## src/rtl/io_tile_cfg_array.sv

```systemverilog
// rtl/io_tile_cfg_array.sv - configurable I/O tile: serial config chain, per-pad direction/register/polarity
module io_tile_cfg_array #(
  parameter int NUM_IO = 8
) (
  input  logic              prog_clk,
  input  logic              pReset,
  input  logic              ccff_en,
  input  logic              ccff_head,
  output logic              ccff_tail,
  output logic              cfg_done,
  input  logic [NUM_IO-1:0] fabric_outpad,
  output logic [NUM_IO-1:0] fabric_inpad,
  input  logic [NUM_IO-1:0] pad_in,
  output logic [NUM_IO-1:0] pad_out,
  output logic [NUM_IO-1:0] pad_oe
);

  localparam int CHAIN_LEN = 4 * NUM_IO;
  localparam int CNT_W     = $clog2(CHAIN_LEN + 1);
  localparam logic [CNT_W-1:0] CNT_FULL = CNT_W'(CHAIN_LEN);

  logic [CHAIN_LEN-1:0] chain;
  logic [CNT_W-1:0]     cnt;
  logic [NUM_IO-1:0]    ireg_q;
  logic [NUM_IO-1:0]    oreg_q;
  logic [NUM_IO-1:0]    d_o;
  logic [NUM_IO-1:0]    d_i;
  logic [NUM_IO-1:0]    cfg_oe;
  logic [NUM_IO-1:0]    cfg_ireg;
  logic [NUM_IO-1:0]    cfg_oreg;
  logic [NUM_IO-1:0]    cfg_inv;

  always_ff @(posedge prog_clk or negedge pReset) begin
    if (!pReset) begin
      chain <= '0;
      cnt   <= '0;
    end else if (ccff_en) begin
      chain <= {chain[CHAIN_LEN-2:0], ccff_head};
      // A new shift burst after a completed load restarts the count at 1.
      cnt   <= (cnt == CNT_FULL) ? CNT_W'(1) : cnt + CNT_W'(1);
    end
  end

  assign ccff_tail = chain[CHAIN_LEN-1];
  assign cfg_done  = (cnt == CNT_FULL) && !ccff_en;

  always_comb begin
    for (int i = 0; i < NUM_IO; i++) begin
      cfg_oe[i]   = chain[4*i];
      cfg_ireg[i] = chain[4*i+1];
      cfg_oreg[i] = chain[4*i+2];
      cfg_inv[i]  = chain[4*i+3];
    end
  end

  assign d_o = fabric_outpad ^ cfg_inv;
  assign d_i = pad_in ^ cfg_inv;

  // Pipeline registers only track data once the tile is configured.
  always_ff @(posedge prog_clk or negedge pReset) begin
    if (!pReset) begin
      ireg_q <= '0;
      oreg_q <= '0;
    end else if (cfg_done) begin
      ireg_q <= d_i;
      oreg_q <= d_o;
    end
  end

  always_comb begin
    pad_out      = '0;
    pad_oe       = '0;
    fabric_inpad = '0;
    if (cfg_done) begin
      pad_out      = (cfg_oreg & oreg_q) | (~cfg_oreg & d_o);
      pad_oe       = cfg_oe;
      fabric_inpad = (cfg_ireg & ireg_q) | (~cfg_ireg & d_i);
    end
  end

endmodule

```

## config.mk

```make
export PLATFORM = sky130hd
export DESIGN_NAME = io_tile_cfg_array
export DESIGN_NICKNAME = d
export VERILOG_FILES = /design/src/rtl/io_tile_cfg_array.sv
export SDC_FILE = /design/constraint.sdc
export NUM_CORES = 1
export LEC_CHECK = 0
export CORE_MARGIN = 5
export CORE_UTILIZATION = 35
export CTS_BUF_LIST = sky130_fd_sc_hd__clkbuf_16
export DETAILED_ROUTE_END_ITERATION = 8
export PLACE_DENSITY = 0.53
export SLEW_MARGIN = 20
export SYNTH_ARGS = -nofsm -noshare
export SYNTH_HDL_FRONTEND = slang
export SYNTH_SLANG_ARGS = --single-unit
```

## constraint.sdc

```tcl
create_clock -name prog_clk -period 5 [get_ports prog_clk]
set_input_delay 1 -clock prog_clk [delete_from_list [all_inputs] [get_ports prog_clk]]
set_output_delay 1 -clock prog_clk [all_outputs]
set_load 0.02 [all_outputs]
```

Word level (Yosys, flattened, before mapping)
Index checks and enable logic that the tools add are counted.
Cells by class
  add/subtract/negate cells: 1
  mux-type cells: 4
  reduce and logical (&&, ||, !) cells: 2
  bitwise gates (word level): 10
  equality and inequality tests: 1
Operators by type and width (count)
  $and 8x8->8: 4
  $mux 8: 3
  $not 8->8: 2
  $or 8x8->8: 2
  $xor 8x8->8: 2
  $add 6x1->6 const B: 1
  $eq 6x6->1 const B: 1
  $mux 6: 1
  $logic_and 1x1->1: 1
  $logic_not 1->1: 1
Word-level totals
  flip-flop bits (word level): 54
  input port bits: 20
  word-level logic and storage cells: 22

Logic depth before layout (Yosys ltp)
  word-level depth: 4
  mapped depth: 7

Worst setup path after synthesis
OpenSTA, ideal clock, no wires.
  path type: input -> output
  from: in ccff_en
  to: out fabric_inpad[4]
  slack: 2.045 ns
  arrival: 1.955 ns
  stages on the path: 4
  data required time: 4.000 ns
  path through: nor3b_4 nand2_4 clkbuf_1 nor2_1
On the way
  cells in the longest elaborated chain, start to end: 3
Ends and longest elaborated chain
  from (decl): line 7  | input logic ccff_en,
  $logic_not 1->1: line 45  | assign cfg_done = (cnt == CNT_FULL) && !ccff_en;
  $logic_and 1x1->1: line 45
  $mux 8: line 74  | if (cfg_done) begin
  to (decl): line 12  | output logic [NUM_IO-1:0] fabric_inpad,
Every way passes these cells.

Worst setup path in the final report
  from: in ccff_en
  to: out cfg_done
On the way
  cells in the longest elaborated chain, start to end: 2
Ends and longest elaborated chain
  $logic_not 1->1: line 45
  $logic_and 1x1->1: line 45
  to (decl): line 10  | output logic cfg_done,
Every way passes these cells.

==> impl_results.md <==
* WP data arrival at 2.80 ns
* CTS buffer count at 5
* Most frequent cells in the layout: 54 x dfrtp_1, 43 x clkdlybuf4s50_1, 39 x mux2_2
* Predominant post-synthesis flop cell: dfrtp_1
* Largest net degree at the start of global routing at 55
* Area Growth Syn to Fin at 26.27%
* CTS max path bufs at 2
* Max-slew violations at 0
* Via count at 1571
* Post-layout net count at 261
* Worst skew pair latency at 0.28 ns
* YS warnings at 0
* Slew HR at 0.4604
* Final hold slack at 0.4883 ns
* Leak at 1.479 nW
* Worst Tran Pin Value at 0.8058 ns
* DRT Wirelength at a little under 5000 um
* # H-tree levels at 2
* Number of iterations in the first detailed-routing pass at 4
* Distinct cells, synth at 26
* Clock sink count at 54
* Syn_area_per_cell at roughly 13 um^2
* Syn Inst Count at 192
* Fin. Hold Viols at 0
* Hold buffer count at CTS at 0
* Pwr per Cell Area at 436.1 nW/um^2
* Worst-path fanout max at 17
* GRT Total Usage at 0.1150
* Synth Net Count at 214
* First-pass GRT wire length at 7914 um
* Routed wire length per instance at 14.55 um
* Fmax at 263.4 MHz
* Minimum clock period at between 3 and 4 ns
* Initial core utilization at 0.3550
* Sequential share of power at 0.524
* DR iter-0 viols at 40
* Clock group share of total power at 0.229
* Hold Crit Class: reg2reg
* IO Port Bufs at 45
* Ys async rst share at 1.000
* Outcome: finished clean
* CP Data Required Time at 4.00 ns
* Max-Cap Viols at 0
* Clock Tree Root: clkbuf_16
* Core region area at 7137 um^2
* Seq/Total Area, Yosys at 0.5333
* Vias in the first global route at 1563
* Post-Syn Area at about 2500 um^2
* Logic pwr share at 0.247
* Number of vias per cell at 4.662
* Internal power at 983.2 uW
* Clock-pin slew on the worst setup and hold paths at 0.06 ns
* VDD IR max at 0.1598 mV
* Psw at 412.2 uW
* Worst Setup End Kind: output pin
* Worst reg-to-reg path cell count at 6
* Post-CTS Setup Bufs at 0
* DIE AREA at 9040 um^2
* Chip width at 95.08 um
* Top-Level Pins at 46
* Endpoints failing setup at 0
* CTS resizes at 0
* DRC at 0
* Nature of the critical path startpoint: input port
* CTS tree: yes
* Hold Crit Depth at 1
* RSZ-0062 raised after global routing: no
* Std cell rows at 31
* Share of cells above drive strength 1 at 0.2185
* Die Y at 95.08 um
* Switching Share at 0.2954
* Synth Register Bits at 54
* Antenna violations before repair at 0
* HPWL Detailed at 3286 um
* Total grt overflow at 0
* Diode count at 0
* Worst Skew at just over 0.004 ns
* Final Cycle Share at 0.7593
* Post-synth EDFFs at 0
* Worst Setup Path Type: in2out
* Gp weighted congestion at roughly 0.72
* TNS Setup at 0 ns
* Post-DRT Antenna Nets at 0
* Most common cell after layout, fill and taps aside: dfrtp_1
## final cells by class
type,count,area (um^2)
clock buffer,5,125.1
tap,99,123.9
inverter,4,17.52
timing repair buffer,47,455.4
fill,701,3938
sequential,54,1351
multi-input combinational,127,1122
clock inverter,1,3.754
## registers in the layout, indices dropped and copies added (netlist names)
name	flops
chain	32
cnt	6
ireg_q	8
oreg_q	8
## power by group through the flow
stage                     Clock (mW)  Combinational, mW  Sequential, mW
after floorplan                    0              0.282           0.702
after global placement             0              0.340           0.742
after detailed placement           0              0.348           0.743
after CTS                      0.333              0.349           0.736
after global routing           0.353              0.386           0.757
final                          0.319              0.344           0.732
## per-stage QoR
stage	utilization	area (um^2)	setup slack [ns]	power [mW]	cells
after global placement	0.4302	3070	1.224	1.082	331
final	0.4483	3199	1.203	1.395	337
after global routing	0.4483	3199	1.125	1.496	337
after floorplan	-	2534	2.045	0.9839	192
after CTS	0.4483	3199	1.190	1.418	337
after detailed placement	0.4302	3070	1.188	1.091	331
## Yosys cell counts (2+ instances only)
cell type | instances | area, um^2
and3_1 | 8 | 50.05
buf_2 | 4 | 20.02
clkbuf_1 | 2 | 7.510
dfrtp_1 | 54 | 1351
ha_1 | 2 | 25.02
inv_1 | 3 | 11.26
mux2_1 | 9 | 101.4
mux2_2 | 39 | 439.2
mux2i_1 | 16 | 160.2
nand2_1 | 4 | 15.01
nand4_1 | 2 | 12.51
nor2_1 | 18 | 67.56
o21ai_0 | 2 | 10.01
xnor2_1 | 2 | 17.52
xor2_1 | 16 | 140.1
## per-layer routing
layer	up-vias	wire length, um	share of wire	global-route usage
li1	759	-	-	-
met1	773	2353	0.48	0.1570
met2	35	2274	0.46	0.1732
met3	4	236	0.048	0.03946
met4	0	39	0.0080	0.03245
met5	-	0	0	0
## cell families after synthesis
| kind of cell | after synthesis | synth area share |
|---|---|---|
| xor gates and xnor gates | 18 | 0.06222 |
| and+or+nand+nor | 37 | 0.08000 |
| AOI/OAI and AO/OA | 6 | 0.01432 |
| adders and majority gates | 2 | 0.009875 |
| buffers and inverters | 11 | 0.02370 |
| muxes | 64 | 0.2765 |
| DFF | 54 | 0.5333 |
## worst max-delay path, cell delays in order
cell and delay [ns]:
buf_2 0.12, nor3b_4 0.45, nand2_4 0.25, inv_4 0.31, clkdlybuf4s50_1 0.66
## path summary, 6_finish.rpt
kind / start / to / slack (ns)
max: ccff_en / cfg_done / 1.20
min: ireg_q[5]$_DFFE_PN0P_ / ireg_q[5]$_DFFE_PN0P_ / 0.49
max reg2reg: cnt[0]$_DFFE_PN0P_ / oreg_q[7]$_DFFE_PN0P_ / 2.75
min reg2reg: ireg_q[5]$_DFFE_PN0P_ / ireg_q[5]$_DFFE_PN0P_ / 0.49
max in group asynchronous: pReset / ireg_q[1]$_DFFE_PN0P_ / 3.70
min in group asynchronous: pReset / ireg_q[4]$_DFFE_PN0P_ / 0.84
Note: power is estimated with default switching activity, not from simulation.
